<file path="src/rtl/conway_sequencer_if.sv">
// Run-control bus between the life-core controller (master) and the
// conway_sequencer (slave). The master issues requests and returns the
// core's current/next state; the sequencer drives the core controls and status.
interface conway_sequencer_if #(
   parameter int GEN_W = 16
);
   logic             load_req;
   logic             run_req;
   logic             step_req;
   logic             stop_req;
   logic [GEN_W-1:0] gen_limit;
   logic [63:0]      cur_state;
   logic [63:0]      next_state;
   logic             core_clk_en;
   logic             core_load_run;
   logic [GEN_W-1:0] gen_count;
   logic             busy;
   logic             done;
   logic [2:0]       halt_reason;

   modport master (
      output load_req, run_req, step_req, stop_req, gen_limit, cur_state, next_state,
      input  core_clk_en, core_load_run, gen_count, busy, done, halt_reason
   );

   modport slave (
      input  load_req, run_req, step_req, stop_req, gen_limit, cur_state, next_state,
      output core_clk_en, core_load_run, gen_count, busy, done, halt_reason
   );
endinterface

</file>
<file path="src/rtl/conway_sequencer.sv">
// Run-control FSM for the 8x8 life core: load, single-step and prescaled
// free-run, with automatic halt on extinction, still life or generation limit.
// Optional oscillator (period-2) detection is enabled by defining the macro
// CONWAY_OSC_DETECT_EN; the default build omits it and never reports code 4.
module conway_sequencer #(
   parameter int TICK_DIV = 4,
   parameter int GEN_W    = 16
) (
   input  logic               clk,
   input  logic               reset,
   conway_sequencer_if.slave  bus
);
   localparam int PS_W = (TICK_DIV > 2) ? $clog2(TICK_DIV) : 1;
   localparam logic [PS_W-1:0] PS_LAST = PS_W'(TICK_DIV - 1);

   typedef enum logic [2:0] {
      S_IDLE,
      S_LOAD,
      S_STEP,
      S_RUN,
      S_HALT
   } state_t;

   state_t           state_reg;
   logic [PS_W-1:0]  prescale_reg;
   logic             clk_en_reg;
   logic             load_run_reg;
   logic [GEN_W-1:0] gen_count_reg;
   logic             busy_reg;
   logic             done_reg;
   logic [2:0]       halt_reason_reg;
`ifdef CONWAY_OSC_DETECT_EN
   logic [63:0]      prev_state_reg;
`endif

   logic [GEN_W-1:0] eff_limit;
   logic [2:0]       halt_code;
   logic             advancing;
   logic             loading;

   // The enable cycle now ending either loads the core or advances it.
   assign advancing = clk_en_reg && load_run_reg;
   assign loading   = clk_en_reg && !load_run_reg;

   // Halt conditions in priority order; 0 means the core may advance.
   always_comb begin
      eff_limit = (bus.gen_limit == '0) ? '1 : bus.gen_limit;
      halt_code = 3'd0;
      if (bus.cur_state == 64'd0)
         halt_code = 3'd2;
      else if (bus.next_state == bus.cur_state)
         halt_code = 3'd1;
`ifdef CONWAY_OSC_DETECT_EN
      else if (gen_count_reg != '0 && bus.next_state == prev_state_reg)
         halt_code = 3'd4;
`endif
      else if (gen_count_reg == eff_limit)
         halt_code = 3'd3;
   end

`ifdef CONWAY_OSC_DETECT_EN
   // Remember the generation before each advance so a period-2 cycle shows
   // up as next_state matching it.
   always_ff @(posedge clk) begin
      if (reset || loading)
         prev_state_reg <= 64'd0;
      else if (advancing)
         prev_state_reg <= bus.cur_state;
   end
`endif

   // Main sequencer: state, prescaler, generation counter and registered outputs.
   always_ff @(posedge clk) begin
      if (reset) begin
         state_reg       <= S_IDLE;
         prescale_reg    <= '0;
         clk_en_reg      <= 1'b0;
         load_run_reg    <= 1'b1;
         gen_count_reg   <= '0;
         busy_reg        <= 1'b0;
         done_reg        <= 1'b0;
         halt_reason_reg <= 3'd0;
      end else begin
         // Enable and done are single-cycle unless a branch below re-arms them.
         clk_en_reg   <= 1'b0;
         load_run_reg <= 1'b1;
         done_reg     <= 1'b0;

         // Counter tracks what the core actually did this cycle.
         if (loading)
            gen_count_reg <= '0;
         else if (advancing)
            gen_count_reg <= gen_count_reg + GEN_W'(1);

         case (state_reg)
            S_IDLE: begin
               prescale_reg <= '0;
               if (bus.load_req) begin
                  state_reg       <= S_LOAD;
                  clk_en_reg      <= 1'b1;
                  load_run_reg    <= 1'b0;
                  busy_reg        <= 1'b1;
                  halt_reason_reg <= 3'd0;
               end else if (bus.step_req) begin
                  if (halt_code != 3'd0) begin
                     state_reg       <= S_HALT;
                     done_reg        <= 1'b1;
                     halt_reason_reg <= halt_code;
                  end else begin
                     state_reg  <= S_STEP;
                     clk_en_reg <= 1'b1;
                     busy_reg   <= 1'b1;
                  end
               end else if (bus.run_req) begin
                  state_reg <= S_RUN;
                  busy_reg  <= 1'b1;
               end
            end

            S_LOAD: begin
               state_reg <= S_IDLE;
               busy_reg  <= 1'b0;
            end

            S_STEP: begin
               state_reg <= S_IDLE;
               busy_reg  <= 1'b0;
            end

            S_RUN: begin
               if (bus.stop_req) begin
                  // Stop beats a coincident decision: no advance is issued.
                  state_reg    <= S_IDLE;
                  busy_reg     <= 1'b0;
                  prescale_reg <= '0;
               end else if (prescale_reg == PS_LAST) begin
                  prescale_reg <= '0;
                  if (halt_code != 3'd0) begin
                     state_reg       <= S_HALT;
                     busy_reg        <= 1'b0;
                     done_reg        <= 1'b1;
                     halt_reason_reg <= halt_code;
                  end else begin
                     clk_en_reg <= 1'b1;
                  end
               end else begin
                  prescale_reg <= prescale_reg + PS_W'(1);
               end
            end

            S_HALT: begin
               if (bus.load_req) begin
                  state_reg       <= S_LOAD;
                  clk_en_reg      <= 1'b1;
                  load_run_reg    <= 1'b0;
                  busy_reg        <= 1'b1;
                  halt_reason_reg <= 3'd0;
               end else if (bus.stop_req) begin
                  state_reg       <= S_IDLE;
                  halt_reason_reg <= 3'd0;
               end
            end

            default: begin
               state_reg <= S_IDLE;
               busy_reg  <= 1'b0;
            end
         endcase
      end
   end

   assign bus.core_clk_en   = clk_en_reg;
   assign bus.core_load_run = load_run_reg;
   assign bus.gen_count     = gen_count_reg;
   assign bus.busy          = busy_reg;
   assign bus.done          = done_reg;
   assign bus.halt_reason   = halt_reason_reg;
endmodule

</file>
<file path="src/flat_wrapper.sv">
// flat-port wrapper written by rule: the top's interface ports become plain ports
module conway_sequencer_flat 
#(
   parameter int TICK_DIV = 4,
   parameter int GEN_W    = 16
)
  (clk, reset, bus_load_req, bus_run_req, bus_step_req, bus_stop_req, bus_gen_limit, bus_cur_state, bus_next_state, bus_core_clk_en, bus_core_load_run, bus_gen_count, bus_busy, bus_done, bus_halt_reason);
  conway_sequencer_if #(.GEN_W(GEN_W)) bus_i ();
  input  logic clk;
  input  logic reset;
  input wire logic [$bits(bus_i.load_req)-1:0] bus_load_req;
  input wire logic [$bits(bus_i.run_req)-1:0] bus_run_req;
  input wire logic [$bits(bus_i.step_req)-1:0] bus_step_req;
  input wire logic [$bits(bus_i.stop_req)-1:0] bus_stop_req;
  input wire logic [$bits(bus_i.gen_limit)-1:0] bus_gen_limit;
  input wire logic [$bits(bus_i.cur_state)-1:0] bus_cur_state;
  input wire logic [$bits(bus_i.next_state)-1:0] bus_next_state;
  output wire logic [$bits(bus_i.core_clk_en)-1:0] bus_core_clk_en;
  output wire logic [$bits(bus_i.core_load_run)-1:0] bus_core_load_run;
  output wire logic [$bits(bus_i.gen_count)-1:0] bus_gen_count;
  output wire logic [$bits(bus_i.busy)-1:0] bus_busy;
  output wire logic [$bits(bus_i.done)-1:0] bus_done;
  output wire logic [$bits(bus_i.halt_reason)-1:0] bus_halt_reason;
  assign bus_i.load_req = bus_load_req;
  assign bus_i.run_req = bus_run_req;
  assign bus_i.step_req = bus_step_req;
  assign bus_i.stop_req = bus_stop_req;
  assign bus_i.gen_limit = bus_gen_limit;
  assign bus_i.cur_state = bus_cur_state;
  assign bus_i.next_state = bus_next_state;
  assign bus_core_clk_en = bus_i.core_clk_en;
  assign bus_core_load_run = bus_i.core_load_run;
  assign bus_gen_count = bus_i.gen_count;
  assign bus_busy = bus_i.busy;
  assign bus_done = bus_i.done;
  assign bus_halt_reason = bus_i.halt_reason;
  conway_sequencer #(.TICK_DIV(TICK_DIV), .GEN_W(GEN_W)) u_core (.clk(clk), .reset(reset), .bus(bus_i));
endmodule
</file>
<file path="config.mk">
export PLATFORM = sky130hd
export DESIGN_NAME = conway_sequencer_flat
export DESIGN_NICKNAME = d
export VERILOG_FILES = /design/src/rtl/conway_sequencer_if.sv /design/src/rtl/conway_sequencer.sv /design/src/flat_wrapper.sv
export SDC_FILE = /design/constraint.sdc
export NUM_CORES = 1
export LEC_CHECK = 0
export CAP_MARGIN = 15
export CORE_UTILIZATION = 39
export DETAILED_ROUTE_END_ITERATION = 10
export PLACE_DENSITY = 0.85
export SYNTH_ARGS = -nofsm -noshare
export SYNTH_HDL_FRONTEND = slang
export SYNTH_SLANG_ARGS = --single-unit
</file>
<file path="constraint.sdc">
create_clock -name clk -period 3.5 [get_ports clk]
set_clock_uncertainty 0.2 [all_clocks]
set_input_delay 0.7 -clock clk [delete_from_list [all_inputs] [get_ports clk]]
set_output_delay 0.7 -clock clk [all_outputs]
set_load 0.05 [all_outputs]
</file>
==> impl_metrics.csv <==
group,metric,value,unit
min_path,hold_path.startpoint,"u_core.bus.halt_reason[2]",
logic_synthesis,synthFlopType,"dfxtp_1",
clocking,postCtsSetupBuffers,0,
finish,diodes,0,
clocking,post_cts_resized,0,
clocking,cts_tree,"built",
pwr,clkPwrFrac,0.263,
floorplanning,die_w,83.5,um
pwr,worst_ir_drop_vdd,0.229,mV
logic_synthesis,yosys_register_bits,28,
floorplanning,rows,29,
worst_setup_path,r2r_slack,0.88,ns
route,drt-total-wl,9900,um
global_route,first_global_vias,3242,
placement,placed_area,0.00438,sq mm
floorplanning,die-area,0.00696,sq mm
pwr,cellLeakagePower,1.63,nW
job,drv_cap,0,
min_path,hold_path_class,"flip-flop to flip-flop",
pwr,p_comb_frac,0.392,
worst_setup_path,cp-end-kind,"flip-flop",
route,drc,0,
route,drtPass1Iterations,4,
sta,hold_violations,0,
clocking,numClockSinks,28,
min_path,hold_depth,2,
finish,fin_nets,650,
route,drtIter0Drc,138,
pwr,intPower,0.000708,W
status,run_status,"finished clean",
worst_setup_path,start_kind,"input pin",
floorplanning,pin_count,173,
clocking,clk_latency,0.27,ns
clocking,cts_max_path_buffers,2,
sta,rsz0062_at_grt,"no",
sta,setup_viol,0,
route,ant_nets,0,
finish,final_design_area_no_fill,0.00445,sq mm
worst_setup_path,reg2reg_to,"u_core.bus.done",
worst_setup_path,critPathKind,"input pin to flip-flop",
floorplanning,fp.dieH,83.5,um
sta,slew_headroom,0.644,
sta,period_needed,3.07,ns
clocking,cts-hold-fix-buffers,0,
logic_synthesis,synth_edf_count,0,
clocking,h-tree-depth,1,
worst_setup_path,worstPathRequired,3.51,ns
placement,dp_hpwl,8600,um
pwr,p_sw_frac,0.276,
route,vias_per_cell,5.48,
logic_synthesis,ys_seq_area_frac,0.217,
clocking,root_buffer,"clkbuf_8",
finish,drive_above_1_share,0.0322,
pwr,switchingPower,0.000270,W
sta,max_slew.worst_pin.slew,0.533,ns
worst_setup_path,crit_arrival,3.07,ns
min_path,min_to,"u_core.bus.halt_reason[2]",
global_route,grt_max_degree,17,
logic_synthesis,ys_types,46,
global_route,grt_pass1_wl,15500,um
route,vias,3147,
global_route,antenna_found_initial,0,
logic_synthesis,synth.largest_area_cell,"dfxtp_1",
worst_setup_path,cp_max_fo,9,
pwr,powerDensity,220,mW/mm^2
logic_synthesis,netlist_area,0.00259,sq mm
sta,max_freq,326,MHz
route,routedWlPerCell,17.2,um
clocking,path_clk_slew,0.10,ns
logic_synthesis,synth_top_area_share,0.217,
clocking,numCtsBuffers,3,
global_route,overflow,0,
pwr,p_seq_frac,0.345,
floorplanning,core,0.00639,sq mm
global_route,grt.total_usage,0.276,
finish,largest_reg_flops,16,
placement,port_buffers,172,
logic_synthesis,syn_area_per_cell,7.86,sq um
sta,drv_slew,0,
finish,syn2layout_area_growth,72.0,%
logic_synthesis,yosysWarnings,0,
floorplanning,start_util,0.405,
worst_setup_path,worstRegToRegCells,7,
sta,hold_slack,0.252,ns
logic_synthesis,netlist_instances,329,
sta,min_period_over_period,0.876,
logic_synthesis,syn_nets,481,
sta,finalSetupTns,0,ns
logic_synthesis,synthTopCellsByArea,"dfxtp_1, xnor2_1, xor2_1",
placement,gp_congestion,0.893,
worst_setup_path,rr_startpoint,"u_core.bus.gen_count[6]",
logic_synthesis,async_flop_share,0,
==> worst max-delay path by stage <==
stage,from,endpoint,slack (ns),cells past startpoint
after floorplan,u_core.bus.gen_count[6],u_core.bus.done,0.80,9
after global placement,bus_gen_limit[9],u_core.bus.done,0.21,8
after detailed placement,bus_gen_limit[10],u_core.bus.done,0.16,8
after CTS,bus_gen_limit[9],u_core.bus.done,0.44,8
after global routing,bus_gen_limit[13],u_core.bus.done,0.32,8
final,bus_gen_limit[9],u_core.bus.done,0.43,8
==> per-stage QoR <==
step / power, W / util / setup WS [ns] / instances
2_1_floorplan: 0.000484 / - / 0.796 / 329
3_3_place_gp: 0.000718 / 0.686 / 0.213 / 570
3_5_place_dp: 0.000725 / 0.686 / 0.159 / 570
4_1_cts: 0.000979 / 0.697 / 0.442 / 574
5_1_grt: 0.00102 / 0.697 / 0.317 / 574
6_report: 0.000978 / 0.697 / 0.434 / 574
==> synthesized netlist by cell type, types with 8 or more instances <==
master	n
xnor2_1	44
o22ai_1	8
a21oi_1	15
clkbuf_1	8
xor2_1	44
nand3_1	12
nor2_1	28
dfxtp_1	28
nor4_1	26
nand4_1	20
inv_1	14
nand2_1	14
==> worst max-delay path, stage by stage <==
cell             delay, ns
clkdlybuf4s50_1       0.49
nor4_2                0.33
nand4_2               0.16
o22ai_2               0.11
or4b_1                0.47
o31a_1                0.40
a22oi_4               0.23
nor3b_2               0.17
==> per-layer routing <==
metal	routed length, um	up-vias	share of wire	track usage
met2	4890	134	0.49	0.504
met3	694	22	0.070	0.0623
met1	4050	1459	0.41	0.326
met5	0	-	0	0
li1	-	1532	-	-
met4	266	0	0.027	0.0693
==> power by group through the flow <==
stage / registers (W) / clock network [W] / logic, W
6_report: 0.000337 / 0.000257 / 0.000383
3_3_place_gp: 0.000344 / 0 / 0.000374
5_1_grt: 0.000339 / 0.000275 / 0.000410
2_1_floorplan: 0.000361 / 0 / 0.000123
4_1_cts: 0.000337 / 0.000259 / 0.000383
3_5_place_dp: 0.000344 / 0 / 0.000381
==> cells by family (layout without fill, tap and decap cells) <==
logic type               Yosys count  count (layout)  share of synthesized area
AO/OA/AOI/OAI                     53              53                      0.141
XOR/XNOR                          88              88                      0.298
adder cells (fa/ha/maj)            2               2                    0.00967
buffers and inverters             25             193                     0.0396
flip-flops                        28              28                      0.217
multiplexers                       1               1                    0.00387
AND/OR/NAND/NOR                  132             132                      0.291
==> cell usage in the layout (no fill, tap or decap), types with 14 or more instances in the layout <==
cell,n
inv_1,14
nor2_1,28
xor2_1,44
nand2_1,14
xnor2_1,44
nand4_1,20
clkdlybuf4s50_1,172
a21oi_1,15
dfxtp_1,28
nor4_1,26
==> final cells by class <==
type	count	area (sq um)
multi-input combinational	276	1920
clock buffer	3	41.3
tap	77	96.3
clock inverter	1	30.0
fill	536	1940
sequential	28	561
timing repair buffer	175	1740
inverter	14	52.6
No activity file was read; power rests on OpenSTA's default activity.
==> variant 1 (same flow settings) <==
Build with the macro `CONWAY_OSC_DETECT_EN` defined.
--- a/src/rtl/conway_sequencer.sv
+++ b/src/rtl/conway_sequencer.sv
@@ -4,2 +4,4 @@
 // CONWAY_OSC_DETECT_EN; the default build omits it and never reports code 4.
+`define CONWAY_OSC_DETECT_EN
+
 module conway_sequencer #(
Check against the original RTL: not equivalent (a bounded check fails within 4 cycles, from zero or initial values and one cycle with reset high).
==> variant 1 against the original RTL <==
Combinational power increased by 84%; critical path depth decreased by 1; sequential cell count increased by 64; area after synthesis rose by 130%; design area is 78% higher; sequential power grew to 3.4 times the old value; non-clock buffer count rose by 3; worst setup slack worse by 0.052 ns; total power rose to 3.0 times the old value; largest power group is now registers; fmax is 1.7% lower; count of clock-buffer cells in the layout is 6 higher; wire length rose by 99%.
==> variant 1: results (changes against the original RTL) <==
hold_sp u_core.prev_state_reg[30]; max reg flops 64 (+48); grt met2 use 40.7% (-9.8 points); diodes inserted 0 (unchanged); CTS Buf Count 9 (+6); Final GP Congestion 1.03 (+15%); Worst R2R Start u_core.prev_state_reg[54]; Critical Path AT 3.16 ns (+0.09 ns); met3 Track Usage GR 5.15% (-1.1 points); M1 GR Usage 32.6% (about the same); sequential share of the synthesized area 31.5% (+9.9 points); Final ANT Viol Nets 0 (unchanged); Rel. slew slack 26.5% (-38 points); Flop pwr share 39.0% (+4.5 points); CP Launch Point bus_cur_state[40]; Placement Setup Slack 0.0410 ns (-0.118 ns); H-tree levels 3 (+2); number of global-route vias before repair 5754 (+77%); pin count of the biggest net entering global routing 132 (+115); first-pass GRT wire length 30600 µm (+97%); Worst path slowest cell nor4_1; CP peak stage delay 0.55 ns (+0.06 ns); mux cell area share after synthesis 0% (-0.39 points); synth top area cells dfxtp_1, xnor2_1, nand2b_1; IR drop worst, VDD 0.000219 V (-4.2%); initial antenna violation count 0 (unchanged); outcome finished clean; worst hold path type flip-flop to flip-flop; Overall Global Routing Usage 25.0% (-2.6 points); clock power share 37.0% (+11 points); Pint 2.09 mW (+200%); post-synthesis compound-gate area fraction 11.2% (-2.9 points); Syn Nets 861 (+79%); root buffer cell clkbuf_16; Worst-path clk slew 0.07 ns (-0.03 ns); Area growth, synth to finish 35.8%; layout cells sized above 1 4.56% (+1.3 points); Routed WL 19700 µm (+99%); Post-synth top cells xnor2_1, dfxtp_1, a21oi_1, nand3_1, nand2b_1; via/cell ratio 5.72 (+4.4%); dpl hpwl 15000 µm (+75%); Synth cell types 56 (+22%); dpl cells 1024 (+80%); clock latency on the worst-skew pair 0.35 ns (+0.08 ns); Syn Inst Count 708 (+120%); Power Clock 1.08 mW (+320%); Max Root-Sink Buffers 2 (unchanged); Synth Area in Adders 0.643% (-0.32 points); placed cell areas 7600 µm² (+74%); initial DRC count 509 (+270%); crit path kind primary input to flip-flop; average wire per standard cell 18.9 µm (+9.6%); Leakage 2.60 nW (+60%); Port Buffers 172 (unchanged); # fillers 1295 (+140%); post_cts resized 0 (unchanged); CP max FO 10 (+1); Synth Area in XOR/XNOR 22.3% (-7.4 points); DR pass1 iterations 5 (+1); Post-CTS Setup Inserts 0 (unchanged)
-- variant 1: area by class of cell --
cell class / count / area share, %
clock buffer: 9 / 2.84
inverter: 9 / 0.426
multi-input combinational: 561 / 47.0
clock inverter: 7 / 1.29
timing repair buffer: 178 / 22.2
sequential: 92 / 23.3
tap: 184 / 2.90
-- variant 1: metal layers --
metal  vias to the layer above  wire length [µm]
li1                       2797                 -
met1                      2802              8360
met2                       312              9080
met3                        39              1640
met4                         0               571
met5                         -                 0
-- variant 1: final timing paths --
check / cells after the start / slack, ns / end
min: 2 / 0.27 / u_core.prev_state_reg[30]
min reg2reg: 2 / 0.27 / u_core.prev_state_reg[30]
max reg2reg: 8 / 0.97 / u_core.bus.halt_reason[1]
max: 7 / 0.38 / u_core.bus.halt_reason[1]
-- variant 1: critical path: cells and delay by family --
kind | cells | cell delay, ns
AOI/OAI and AO/OA | 2 | 0.48
buffers and inverters | 1 | 0.49
and+or+nand+nor | 4 | 1.47
==> variant 2 (same settings) <==
Made on the original files. The 5 states of `state_t` get a one-hot encoding in 5 bits.
--- a/src/rtl/conway_sequencer.sv
+++ b/src/rtl/conway_sequencer.sv
@@ -15,8 +15,8 @@
 
-   typedef enum logic [2:0] {
-      S_IDLE,
-      S_LOAD,
-      S_STEP,
-      S_RUN,
-      S_HALT
+   typedef enum logic [4:0] {
+      S_IDLE = 5'b00001,
+      S_LOAD = 5'b00010,
+      S_STEP = 5'b00100,
+      S_RUN  = 5'b01000,
+      S_HALT = 5'b10000
    } state_t;
Behaviour: same outputs for any inputs over 10 cycles, from zero or initial values and one cycle with reset high; not proved beyond that.
==> variant 2 against the original RTL <==
Worst setup slack got worse by 0.28 ns; sequential power is 8.3% higher; via count is 3.7% lower; combinational power up 4%; design area decreased by 0.65%; core utilization is 0.35 points higher; sequential share of layout area grew 0.99 points; wire length shrank 4.1%; cell count fell by 3.0%; sequential cell count is 2 higher; area after synthesis decreased by 2.0%; total power rose by 6.4%; critical endpoint unchanged.
==> variant 2: results (changes against the original RTL) <==
outcome finished clean; Critical Path AT 3.33 ns (+0.26 ns); H-tree levels 2 (+1); Pint 0.745 mW (+5.2%); CP Launch Point bus_gen_limit[9]; Synth Area in XOR/XNOR 32.5% (+2.7 points); dpl cells 551 (-3.3%); Synth Area in Adders 0.987% (+0.020 points); Syn Inst Count 309 (-6.1%); Final GP Congestion 0.925 (+3.5%); Max Root-Sink Buffers 2 (unchanged); Post-synth ARST share 0% (unchanged); mux cell area share after synthesis 0% (-0.39 points); dpl hpwl 8200 µm (-4.7%); # fillers 520 (-3.0%); Worst path slowest cell or4_1; largest family of logic cells by synthesized area XOR/XNOR gates; CTS Buf Count 5 (+2); Port Buffers 172 (unchanged); hold_sp u_core.prescale_reg[1]; IR drop worst, VDD 0.000176 V (-23%); initial DRC count 119 (-14%); via count 3031 (-3.7%); fin nets 633 (-2.6%); number of global-route vias before repair 3070 (-5.3%); via/cell ratio 5.44 (-0.75%); clock latency on the worst-skew pair 0.28 ns; Syn Nets 461 (-4.2%); Synth cell types 49 (+6.5%); diodes inserted 0 (unchanged); Worst R2R Start u_core.bus.gen_count[11]; Leakage 1.45 nW (-11%); Overall Global Routing Usage 28.4% (+0.77 points); Ys Warns 0 (unchanged); post-synthesis compound-gate area fraction 11.6% (-2.5 points); top_reg_cell synth dfxtp_1; worst hold path type flip-flop to flip-flop; pin count of the biggest net entering global routing 19 (+2); Worst-path clk slew 0.06 ns (-0.04 ns); post_cts resized 0 (unchanged); Post-synth top cells xnor2_1, dfxtp_1, nor4_1; layout cells sized above 1 4.17% (+0.95 points); average wire per standard cell 17.0 µm (-1.2%); clk sinks 30 (+7.1%); sequential share of the synthesized area 23.7% (+2.0 points); Hold Path Cell Cnt 2 (unchanged); first-pass GRT wire length 14300 µm (-8.0%); Rel. slew slack 52.8% (-12 points); R2R cell count 8 (+1); initial antenna violation count 0 (unchanged); CP peak stage delay 0.58 ns (+0.09 ns); synth top area cells xnor2_1, dfxtp_1, nor4_1; CP max FO 6 (-3)
## variant 2: cell types whose count changed in the layout (fill, tap and decap cells not counted), sizes merged, moves of 5 or more
cell	change
xnor2	+36
xor2	-30
inv	-10
o22ai	-9
nand4	+6
a21oi	-5
## variant 2: path summary, 6_finish.rpt
path	to	slack, ns
setup / recovery	u_core.bus.done	0.16
hold / removal	u_core.prescale_reg[1]	0.32
setup reg to reg	u_core.bus.done	0.96
hold reg to reg	u_core.prescale_reg[1]	0.32
## variant 2: area by class of cell
cell class	instances	area share (%)
repair buffers	178	40.0
clock buffers	6	1.87
inverters	4	0.340
multi-input cells	262	42.1
well taps	77	2.18
flip-flops and latches	30	13.6
## variant 2: power groups by stage
stage	clock network (mW)	logic, mW	registers [mW]
after global routing	0.296	0.429	0.367
after floorplan	0	0.139	0.392
after global placement	0	0.392	0.372
final	0.276	0.399	0.365
after detailed placement	0	0.397	0.372
after CTS	0.281	0.399	0.365
## variant 2: metal layers
metal  GRT usage, %  part of all wire (%)  routed length [µm]
met1           32.3                    40                3800
met2           51.2                    50                4790
met3           8.24                   7.8                 741
met4           8.10                   1.6                 155
met5              0                     0                   0
## variant 2: metrics by stage
stage / power, mW / hold WS (ns) / setup WS, ns / cell area, µm² / TNS [ns]
after floorplan: 0.531 / 0.281 / 0.722 / 2530 / 0
after global placement: 0.764 / 0.297 / 0.00266 / 4340 / 0
after detailed placement: 0.769 / 0.314 / -0.0717 / 4340 / -0.392
after CTS: 1.04 / 0.328 / 0.192 / 4420 / 0
after global routing: 1.09 / 0.364 / 0.0247 / 4420 / 0
final: 1.04 / 0.321 / 0.155 / 4420 / 0
